File: config.mk
export PLATFORM = sky130hd
export DESIGN_NAME = mult_div_unit
export DESIGN_NICKNAME = d
export VERILOG_FILES = /design/src/rtl/mult_div_unit.sv
export SDC_FILE = /design/constraint.sdc
export NUM_CORES = 1
export LEC_CHECK = 0
export CAP_MARGIN = 10
export CORE_MARGIN = 2
export CORE_UTILIZATION = 46
export DETAILED_ROUTE_END_ITERATION = 12
export MAX_ROUTING_LAYER = met4
export PLACE_DENSITY = 0.64
export SKIP_LAST_GASP = 1
export SLEW_MARGIN = 20
export SYNTH_ARGS = -nofsm -noshare
export SYNTH_HDL_FRONTEND = slang
export SYNTH_SLANG_ARGS = --single-unit
File: constraint.sdc
create_clock -name clk -period 19.6 [get_ports clk]
set_clock_uncertainty 0.05 [all_clocks]
set_input_delay 3.92 -clock clk [delete_from_list [all_inputs] [get_ports clk]]
set_output_delay 3.92 -clock clk [all_outputs]
set_load 0.005 [all_outputs]
File: src/rtl/mult_div_unit.sv
// Iterative MIPS multiply/divide unit with HI/LO result registers.
// Magnitudes are processed for WIDTH cycles, then signs are fixed up in one extra cycle.
module mult_div_unit #(
    parameter int WIDTH = 32
) (
    input  logic             clk,
    input  logic             rst,
    input  logic             start,
    input  logic [1:0]       op,
    input  logic [WIDTH-1:0] a,
    input  logic [WIDTH-1:0] b,
    input  logic             mthi,
    input  logic             mtlo,
    output logic             busy,
    output logic             done,
    output logic             div_by_zero,
    output logic [WIDTH-1:0] hi,
    output logic [WIDTH-1:0] lo
);

    localparam int CW = $clog2(WIDTH);
    localparam logic [CW-1:0] LAST = CW'(WIDTH - 1);

    typedef enum logic [1:0] {IDLE, RUN, FIX, DONE} state_t;

    state_t state, next_state;

    logic [1:0]         op_r;
    logic               sa, sb;
    logic [WIDTH-1:0]   mag_a, mag_b, a_raw;
    logic [2*WIDTH-1:0] acc;
    logic [CW-1:0]      count;

    logic               in_signed, in_a_neg, in_b_neg, start_dbz;
    logic [WIDTH-1:0]   abs_a, abs_b;
    logic [WIDTH:0]     add_sum;
    logic [2*WIDTH-1:0] mult_next, div_next, prod;
    logic [WIDTH:0]     rem_shift;
    logic [WIDTH-1:0]   rem_diff, quot, rem, quot_fix, rem_fix;
    logic               div_fits, res_signed;

    assign in_signed = ~op[0];
    assign in_a_neg  = in_signed & a[WIDTH-1];
    assign in_b_neg  = in_signed & b[WIDTH-1];
    assign abs_a     = in_a_neg ? -a : a;
    assign abs_b     = in_b_neg ? -b : b;
    assign start_dbz = op[1] && (b == '0);

    // Multiply keeps {partial product, remaining multiplier bits} in acc.
    assign add_sum   = {1'b0, acc[2*WIDTH-1:WIDTH]} + {1'b0, mag_a};
    assign mult_next = acc[0] ? {add_sum, acc[WIDTH-1:1]} : {1'b0, acc[2*WIDTH-1:1]};

    // Divide keeps {partial remainder, dividend/quotient bits} in acc.
    assign rem_shift = acc[2*WIDTH-1:WIDTH-1];
    assign div_fits  = rem_shift >= {1'b0, mag_b};
    assign rem_diff  = rem_shift[WIDTH-1:0] - mag_b;
    assign div_next  = div_fits ? {rem_diff, acc[WIDTH-2:0], 1'b1}
                                : {acc[2*WIDTH-2:0], 1'b0};

    assign res_signed = ~op_r[0];
    assign prod       = (res_signed && (sa ^ sb)) ? -acc : acc;
    assign quot       = acc[WIDTH-1:0];
    assign rem        = acc[2*WIDTH-1:WIDTH];
    assign quot_fix   = (res_signed && (sa ^ sb)) ? -quot : quot;
    assign rem_fix    = (res_signed && sa) ? -rem : rem;

    always_ff @(posedge clk or posedge rst) begin
        if (rst) begin
            state <= IDLE;
        end else begin
            state <= next_state;
        end
    end

    always_comb begin
        next_state = state;
        busy       = 1'b1;
        done       = 1'b0;
        case (state)
            IDLE: begin
                busy = 1'b0;
                if (start) begin
                    next_state = start_dbz ? FIX : RUN;
                end
            end
            RUN: begin
                if (count == LAST) begin
                    next_state = FIX;
                end
            end
            FIX:  next_state = DONE;
            DONE: begin
                done       = 1'b1;
                next_state = IDLE;
            end
            default: next_state = IDLE;
        endcase
    end

    always_ff @(posedge clk or posedge rst) begin
        if (rst) begin
            op_r        <= '0;
            sa          <= 1'b0;
            sb          <= 1'b0;
            mag_a       <= '0;
            mag_b       <= '0;
            a_raw       <= '0;
            acc         <= '0;
            count       <= '0;
            div_by_zero <= 1'b0;
            hi          <= '0;
            lo          <= '0;
        end else begin
            case (state)
                IDLE: begin
                    if (start) begin
                        op_r        <= op;
                        sa          <= in_a_neg;
                        sb          <= in_b_neg;
                        mag_a       <= abs_a;
                        mag_b       <= abs_b;
                        a_raw       <= a;
                        count       <= '0;
                        div_by_zero <= start_dbz;
                        acc         <= op[1] ? {{WIDTH{1'b0}}, abs_a} : {{WIDTH{1'b0}}, abs_b};
                    end else begin
                        if (mthi) hi <= a;
                        if (mtlo) lo <= a;
                    end
                end
                RUN: begin
                    acc   <= op_r[1] ? div_next : mult_next;
                    count <= count + CW'(1);
                end
                FIX: begin
                    if (div_by_zero) begin
                        hi <= a_raw;
                        lo <= '1;
                    end else if (op_r[1]) begin
                        hi <= rem_fix;
                        lo <= quot_fix;
                    end else begin
                        hi <= prod[2*WIDTH-1:WIDTH];
                        lo <= prod[WIDTH-1:0];
                    end
                end
                default: ;
            endcase
        end
    end

endmodule

==> flow_metrics.env, run 1 <==
export IMPL_port_buffers=137
export IMPL_start_util=0.465
export IMPL_cts_tree="yes"
export IMPL_endpoint_kind="register"
export IMPL_grt_overflow=0
export IMPL_setup_viol=0
export IMPL_combPwrFrac=0.590
export IMPL_async_flop_share=1.00
export IMPL_setup_ws_ns=12.69
export IMPL_drtPass1Iterations=6
export IMPL_dpl_worst_slack_ns=12.22
export IMPL_final_cell_mix="233 x dfrtp_1, 226 x a21oi_1, 219 x nand2_1"
export IMPL_clkPwrFrac=0.147
export IMPL_tightest_slew_ns=1.06
export IMPL_fillers=3573
export IMPL_detail_route_wl_per_cell_um=24.2
export IMPL_p_switching_mw=1.77
export IMPL_drive_gt1_frac=0.0780
export IMPL_vias=16900
export IMPL_status="completed"
export IMPL_worst_r2r_path_depth=10
export IMPL_finalCriticalPeriod_ns=6.91
export IMPL_htreeDepth=1
export IMPL_syn_avg_cell_area_um2=8.19
export IMPL_post_layout_nonfiller_instances=2717
export IMPL_fin_setup_tns_ns=0
export IMPL_power_mw=3.64
export IMPL_synth_distinct_cells=77
export IMPL_hold_violations=0
export IMPL_dieArea_um2=39500
export IMPL_power_leakage_nw=8.43
export IMPL_io_pin_count=138
export IMPL_post_cts_buffers=0
export IMPL_grt_max_degree=91
export IMPL_p_int_mw=1.87
export IMPL_arrival_ns=7.36
export IMPL_synthesis_nets=2276
export IMPL_synth_edff_count=0
export IMPL_hold_class="register to register"
export IMPL_grt_pass1_wl_um=97900
export IMPL_gp_congestion=0.966
export IMPL_cts_resized=0
export IMPL_drt_total_wl_um=65700
export IMPL_clockBufferDepth=3
export IMPL_finalCritPeriodShare=0.353
export IMPL_clk_pin_slew_worst_paths_ns=0.07
export IMPL_fin_nets=2332
export IMPL_layout_commonest_cell="dfrtp_1"
export IMPL_seqPwrFrac=0.263
export IMPL_ys_warnings_count=0
export IMPL_hpwl_um=49000
export IMPL_crit_required_ns=20.05
export IMPL_power_density_nw_per_um2=181
export IMPL_cts_buffers=29
export IMPL_slew_violations=0
export IMPL_irDropWorstVdd_mv=0.109
export IMPL_drc=0
export IMPL_synth_seq_area_share=0.337
export IMPL_dpl_cell_count=2665
export IMPL_path_class="input port to register"
export IMPL_die_x_um=199
export IMPL_fmax_mhz=145
export IMPL_clock_root_buffer="clkbuf_16"
export IMPL_netSwitchingFraction=0.487
export IMPL_grtUsageTotal=0.341
export IMPL_rows=71
export IMPL_fp_dieH_um=199
export IMPL_ys_flop_type="dfrtp_1"
export IMPL_grt_pass1_vias=15600
export IMPL_drt_initial_drc_count=1713
export IMPL_syn_to_final_growth_pct=15.2
export IMPL_syn_inst=2129
export IMPL_hold_depth=2
export IMPL_rsz0062_at_grt="no"
export IMPL_post_route_util=0.536
export IMPL_cap_viol_max_count=0
export IMPL_synth_seq_cells=235
export IMPL_slew_headroom=0.295
export IMPL_postCtsHoldBufs=0
export IMPL_num_antenna_cells=0
export IMPL_antenna_left=0
export IMPL_setup_worst_path_start_class="input port"
export IMPL_core_area_um2=37500
export IMPL_antenna_found_initial=1
export IMPL_cp_max_fo=8
export IMPL_netlist_area_um2=17400
export IMPL_numClockSinks=235
export IMPL_clk_latency_ns=0.57
export IMPL_via_per_inst=6.21
==> sequential cells by signal (all words and copies together) (netlist names), 2 cells and up <==
register  cells
acc          64
count         5
lo           32
mag_b        32
mag_a        32
a_raw        31
op_r          2
state         2
hi           32
==> critical path: stages <==
cell	delay, ns
clkdlybuf4s50_1	0.65
nor4_1	0.70
or4b_1	0.61
nor3_2	0.43
nand3_1	0.23
nor4_1	0.27
o21ai_1	0.11
mux2_2	0.30
a21oi_1	0.14
==> layer usage <==
| metal | share of wire | GRT usage | vias up |
|---|---|---|---|
| met3 | 0.074 | 0.0348 | 117 |
| met1 | 0.44 | 0.475 | 8247 |
| met4 | 0.043 | 0.127 | 0 |
| met5 | 0 | - | - |
| li1 | - | - | 7784 |
| met2 | 0.44 | 0.513 | 727 |
==> final timing paths <==
| kind | endpoint | slack (ns) | start |
|---|---|---|---|
| min in group asynchronous | hi[13] | 3.78 | rst |
| min reg2reg | hi[23] | 0.43 | hi[23] |
| min | hi[23] | 0.43 | hi[23] |
| max | acc[31] | 12.69 | a[2] |
| max in group asynchronous | mag_b[18] | 14.28 | rst |
| max reg2reg | acc[46] | 14.75 | acc[37] |
==> layout make-up <==
| class | count | area [µm²] | share of cell area |
|---|---|---|---|
| Sequential cell | 235 | 5880 | 0.293 |
| Timing Repair Buffer | 163 | 1570 | 0.0779 |
| Multi-Input combinational cell | 1678 | 10800 | 0.536 |
| Tap cell | 511 | 639 | 0.0318 |
| Clock inverter | 8 | 70.1 | 0.00349 |
| Inverter | 78 | 300 | 0.0149 |
| Clock buffer | 44 | 862 | 0.0429 |
==> stage by stage <==
step	cell area [µm²]	hold WS [ns]
6_report	20100	0.431
3_3_place_gp	19200	0.413
4_1_cts	20100	0.433
2_1_floorplan	17400	0.396
5_1_grt	20100	0.457
3_5_place_dp	19200	0.420
==> cells by family after synthesis <==
family / Yosys count / share of synthesized area
flops: 235 / 0.337
mux: 96 / 0.0594
compound gates: 711 / 0.250
buf+inv: 216 / 0.0483
fa+ha+maj: 76 / 0.0554
simple gates: 628 / 0.166
xor+xnor: 167 / 0.0838
==> power groups by stage <==
stage	clock network [mW]	logic [mW]	registers, mW
5_1_grt	0.559	2.35	0.980
3_5_place_dp	0	2.11	0.962
6_report	0.535	2.15	0.959
4_1_cts	0.540	2.12	0.955
3_3_place_gp	0	2.08	0.955
2_1_floorplan	0	1.48	0.853
==> synthesized netlist by cell type (4+ instances only) <==
cell,n,area share
a211oi_1,36,0.015
a21o_1,20,0.0086
a21oi_1,228,0.065
a21oi_2,5,0.0025
a221o_1,6,0.0034
a22o_1,7,0.0035
a22oi_1,5,0.0022
a31oi_1,21,0.0075
a32o_1,11,0.0063
and2_1,6,0.0022
and3_1,11,0.0039
buf_1,11,0.0024
buf_2,8,0.0023
clkbuf_1,116,0.025
dfrtp_1,235,0.34
ha_1,74,0.053
inv_1,77,0.017
mux2_2,59,0.038
mux2i_1,36,0.021
nand2_1,220,0.047
nand2b_1,17,0.0061
nand3_1,23,0.0066
nand3b_1,4,0.0017
nand4_1,19,0.0068
nor2_1,194,0.042
nor2b_1,14,0.0050
nor3_1,39,0.011
nor3_2,5,0.0029
nor3b_1,12,0.0052
nor4_1,16,0.0057
o211ai_1,38,0.016
o21a_1,6,0.0026
o21ai_0,180,0.052
o21ai_1,27,0.0077
o21bai_1,12,0.0052
o221ai_1,6,0.0030
o22ai_1,32,0.011
o31ai_1,24,0.010
o41ai_1,11,0.0055
or2_2,7,0.0025
or3_1,18,0.0065
or4_1,12,0.0052
xnor2_1,77,0.039
xor2_1,90,0.045
(Power assumes the default switching activity.)
==> inputs of run 2 (changes only) <==
- PLACE_DENSITY: 0.64 -> 0.67
- clock period: 19.6 -> 6.04 ns (I/O delays scaled with it)
==> run 2 against run 1 <==
- clock power grew to 3.4 times the previous value
- total power grew to 3.3 times the previous value
- sequential share of layout area shrank 0.18 points
- first-iteration DRC count shrank 15%
- highest routed layer unchanged
- combinational power grew to 3.3 times the previous value
- critical path type is now register to register
- critical endpoint is now acc[60]
- flip-flop and latch count is the same
==> flow_metrics.env, run 2 (synthesis results as in run 1) <==
export IMPL_clk_latency_ns=0.57
export IMPL_gp_congestion=0.952
export IMPL_clkPwrFrac=0.154
export IMPL_via_per_inst=6.25
export IMPL_hold_start="lo[10]"
export IMPL_drive_gt1_frac=0.0818
export IMPL_seqPwrFrac=0.257
export IMPL_path_cells="ha_1, a21oi_1, a21oi_1, o21ai_0, o311ai_1, a31oi_1, o21ba_2, nor2_1, a222oi_1, nand2_1"
export IMPL_cts_resized=0
export IMPL_combPwrFrac=0.589
export IMPL_netSwitchingFraction=0.482
export IMPL_power_density_nw_per_um2=589
export IMPL_use_met1=0.443
export IMPL_status="completed"
export IMPL_grt_max_degree=132
export IMPL_clk_pin_slew_worst_paths_ns=0.06
export IMPL_setup_worst_path_start_class="register"
export IMPL_cap_viol_max_count=0
export IMPL_worst_r2r_startpoint="acc[33]"
export IMPL_endpoint_kind="register"
export IMPL_hold_class="register to register"
export IMPL_io_pin_count=138
export IMPL_rsz0062_at_grt="no"
export IMPL_fin_nets=2339
export IMPL_rows=71
export IMPL_clockBufferDepth=3
export IMPL_holdWs_ns=0.430
export IMPL_crit_required_ns=6.43
export IMPL_grtUsageTotal=0.344
export IMPL_slew_headroom=0.335
export IMPL_p_switching_mw=5.74
export IMPL_hold_violations=0
export IMPL_layout_commonest_cell="dfrtp_1"
export IMPL_drtPass1Iterations=5
export IMPL_numClockSinks=235
export IMPL_finalCritPeriodShare=0.706
export IMPL_r2r_setup_slack_ns=1.78
export IMPL_met2_usage=0.511
export IMPL_clock_root_buffer="clkbuf_16"
export IMPL_max_stage_delay_ns=0.85
export IMPL_grt_pass1_vias=16100
export IMPL_vias=17000
export IMPL_htreeDepth=1
export IMPL_hpwl_um=49600
export IMPL_grt_most_used_layer="met2"
export IMPL_worst_r2r_path_depth=10
export IMPL_postCtsHoldBufs=0
export IMPL_setup_viol=0
export IMPL_syn_to_final_growth_pct=15.9
export IMPL_post_route_util=0.539
export IMPL_fin_setup_tns_ns=0
export IMPL_grt_util_met3=0.0693
export IMPL_final_cell_mix="233 x dfrtp_1, 226 x a21oi_1, 219 x nand2_1"
export IMPL_slew_violations=0
export IMPL_arrival_ns=4.65
export IMPL_cp_depth=10
export IMPL_fp_dieH_um=199
export IMPL_critPathTopFamily="compound AO/OA/AOI/OAI gates"
export IMPL_drt_total_wl_um=65800
export IMPL_core_area_um2=37500
export IMPL_post_cts_buffers=0
export IMPL_power_leakage_nw=8.49
export IMPL_finalCriticalPeriod_ns=4.26
export IMPL_cp_max_fo=39
export IMPL_critPathCapture="acc[60]"
export IMPL_tightest_slew_ns=0.997
export IMPL_grt_pass1_wl_um=98600
export IMPL_start_util=0.465
export IMPL_p_int_mw=6.17
export IMPL_startpoint="acc[33]"
export IMPL_critPathMostFrequentCell="a21oi_1"
export IMPL_regMostFlops="acc"
export IMPL_drc=0
export IMPL_cts_tree="yes"
export IMPL_dieArea_um2=39500
export IMPL_rr_endpoint="acc[60]"
export IMPL_worst_path_buf_inv=0
export IMPL_die_x_um=199
export IMPL_antenna_left=0
export IMPL_detail_route_wl_per_cell_um=24.1
export IMPL_path_class="register to register"
export IMPL_drt_initial_drc_count=1449
export IMPL_fmax_mhz=235
export IMPL_antenna_found_initial=1
export IMPL_cts_buffers=28
export IMPL_largest_reg_flops=64
export IMPL_irDropWorstVdd_mv=0.377
export IMPL_grt_overflow=0
export IMPL_crit_slowest_cell="o21ba_2"
export IMPL_port_buffers=137
## run 2: cell types whose count changed in the layout (fill, tap and decap cells not counted), moves of 2 or more
cell	before	now
buf_4	25	33
clkbuf_1	7	2
bufinv_16	1	4
diode_2	0	3
clkbuf_8	8	6
clkinv_2	5	7
clkinvlp_4	2	4
## run 2: per-layer routing
metal / up-vias / wire length [µm]
met2: 729 / 28300
met3: 199 / 5440
met4: 0 / 4040
met1: 8294 / 28000
li1: 7817 / -
met5: - / 0
## run 2: per-stage QoR
stage	cells	total power, mW	setup WS (ns)	instance area (µm²)
2_1_floorplan	2129	7.56	1.70	17400
5_1_grt	2726	12.7	1.55	20200
3_3_place_gp	2673	9.86	1.43	19200
6_report	2727	11.9	1.78	20200
4_1_cts	2724	11.8	1.86	20200
3_5_place_dp	2673	9.97	1.27	19200
## run 2: power by group through the flow
stage               combinational (mW)  clock [mW]  sequential [mW]
finish                            7.02        1.83             3.06
CTS                               6.93        1.84             3.05
floorplan                         4.79           0             2.77
global placement                  6.81           0             3.05
global route                      7.67        1.91             3.13
detailed placement                6.90           0             3.07
## run 2: worst min path at each step
stage	to	slack, ns	depth (start not counted)
after floorplan	a_raw[1]	0.40	2
after global placement	hi[23]	0.41	2
after detailed placement	a_raw[1]	0.42	2
after CTS	a_raw[1]	0.44	2
after global routing	lo[11]	0.46	2
final	lo[10]	0.43	2
## run 2: final cells by class
cell class	count	area (µm²)
Tap cell	511	639
Fill cell	3588	17300
Clock buffer	37	816
Multi-Input combinational cell	1678	10800
Antenna cell	3	7.51
Sequential cell	235	5880
Clock inverter	14	178
Inverter	78	297
Timing Repair Buffer	171	1630
## run 2: tightest hold or removal path, delay by kind of cell, from the launching register on
kind	cells	cell delay [ns]
DFF	1	0.34
and+or+nand+nor	1	0.05
AOI/OAI and AO/OA	1	0.06
==> inputs of run 3 (changes only) <==
- PLACE_DENSITY: 0.67 -> 0.64
- clock period: 6.04 -> 4.27 ns (I/O delays scaled with it)
==> run 3 against run 2 <==
- die area unchanged
- critical path type unchanged
- worst setup slack worse by 1.3 ns
- final area up 2.4%
- fmax up 12%
==> flow_metrics.env, run 3 (synthesis results as in run 1) <==
export IMPL_crit_required_ns=4.68
export IMPL_via_per_inst=6.16
export IMPL_finalCritPeriodShare=0.893
export IMPL_drt_total_wl_um=68400
export IMPL_fp_dieH_um=199
export IMPL_grt_pass1_wl_um=102000
export IMPL_fin_setup_tns_ns=0
export IMPL_setup_viol=0
export IMPL_largest_reg_flops=64
export IMPL_rr_endpoint="acc[36]"
export IMPL_drtPass1Iterations=6
export IMPL_finalCriticalPeriod_ns=3.81
export IMPL_post_layout_nonfiller_instances=2790
export IMPL_io_pin_count=138
export IMPL_hold_start="hi[23]"
export IMPL_drc=0
export IMPL_fillers=3561
export IMPL_cap_viol_max_count=0
export IMPL_hold_violations=0
export IMPL_drt_initial_drc_count=1768
export IMPL_setup_worst_path_start_class="register"
export IMPL_cp_max_fo=30
export IMPL_syn_to_final_growth_pct=18.7
export IMPL_rows=71
export IMPL_clk_pin_slew_worst_paths_ns=0.06
export IMPL_final_cell_mix="233 x dfrtp_1, 226 x a21oi_1, 219 x nand2_1"
export IMPL_status="completed"
export IMPL_numClockSinks=235
export IMPL_gp_congestion=0.940
export IMPL_num_antenna_cells=0
export IMPL_port_buffers=137
export IMPL_clk_latency_ns=0.58
export IMPL_layout_commonest_cell="dfrtp_1"
export IMPL_detail_route_wl_per_cell_um=24.5
export IMPL_grtUsageTotal=0.357
export IMPL_htreeDepth=1
export IMPL_antenna_left=0
export IMPL_clock_root_buffer="clkbuf_16"
export IMPL_slew_headroom=0.255
export IMPL_grt_overflow=0
export IMPL_fmax_mhz=262
export IMPL_cts_buffers=29
export IMPL_vias=17200
export IMPL_antenna_found_initial=3
export IMPL_hpwl_um=52200
export IMPL_post_cts_buffers=0
export IMPL_regMostFlops="acc"
export IMPL_clockBufferDepth=3
export IMPL_hold_depth=2
export IMPL_r2r_setup_slack_ns=0.46
export IMPL_path_class="register to register"
export IMPL_dpl_cell_count=2739
export IMPL_drive_gt1_frac=0.107
export IMPL_core_area_um2=37500
export IMPL_fin_nets=2406
export IMPL_cts_resized=0
export IMPL_dieArea_um2=39500
export IMPL_hold_path_endpoint="hi[23]"
export IMPL_grt_pass1_vias=15900
export IMPL_power_leakage_nw=8.82
export IMPL_tightest_slew_ns=1.12
export IMPL_die_x_um=199
export IMPL_irDropWorstVdd_mv=0.485
export IMPL_start_util=0.465
export IMPL_arrival_ns=4.23
export IMPL_worst_r2r_startpoint="acc[33]"
export IMPL_rsz0062_at_grt="no"
export IMPL_worst_r2r_path_depth=12
export IMPL_grt_max_degree=128
export IMPL_cts_tree="yes"
export IMPL_slew_violations=0
export IMPL_hold_class="register to register"
export IMPL_endpoint_kind="register"
export IMPL_power_density_nw_per_um2=826
export IMPL_postCtsHoldBufs=0
==> run 3: worst max-delay path: stages, from the launching register on <==
cell and delay, ns:
dfrtp_1 0.59, ha_1 0.39, a21oi_1 0.22, a21oi_1 0.10, buf_4 0.15, o21ai_0 0.26, o311ai_1 0.12, buf_4 0.17
a31oi_1 0.49, o21ba_2 0.40, buf_12 0.24, o311ai_0 0.16, a32o_1 0.33
==> run 3: final cells by class <==
class | instances | area (µm²) | share of cell area
clock buffer | 42 | 855 | 0.0413
clock inverter | 9 | 104 | 0.00501
inverter | 78 | 297 | 0.0143
multi-input combinational | 1678 | 10800 | 0.520
sequential | 235 | 5880 | 0.284
tap | 511 | 639 | 0.0309
timing repair buffer | 237 | 2170 | 0.105
==> run 3: worst max path at each step <==
stage / slack, ns / to / start
finish: 0.46 / acc[36] / acc[33]
global route: 0.21 / acc[60] / acc[33]
CTS: 0.52 / acc[60] / acc[33]
detailed placement: 0.13 / acc[31] / a[8]
global placement: 0.20 / acc[31] / a[8]
floorplan: 0.29 / a_raw[10] / rst
==> run 3: layer usage <==
layer / vias to the layer above / global-route usage / wire (µm)
li1: 7928 / - / -
met1: 8444 / 0.502 / 30800
met2: 699 / 0.539 / 30100
met3: 118 / 0.0393 / 4880
met4: 0 / 0.116 / 2590
met5: - / - / 0
==> run 3: metrics by stage <==
| step | hold WS, ns | power, mW | utilization | setup slack (ns) | cell area [µm²] |
|---|---|---|---|---|---|
| floorplan | 0.396 | 10.7 | - | 0.288 | 17400 |
| global placement | 0.408 | 14.3 | 0.527 | 0.198 | 19800 |
| detailed placement | 0.417 | 14.4 | 0.527 | 0.128 | 19800 |
| CTS | 0.430 | 17.0 | 0.552 | 0.521 | 20700 |
| global route | 0.457 | 18.3 | 0.552 | 0.206 | 20700 |
| finish | 0.424 | 17.1 | 0.552 | 0.455 | 20700 |
==> run 3: power breakdown <==
| part | switching (mW) | internal, mW | leakage, nW |
|---|---|---|---|
| combinational | 6.25 | 4.08 | 5.52 |
| sequential | 0.968 | 3.26 | 2.83 |
| clock | 1.04 | 1.50 | 0.470 |
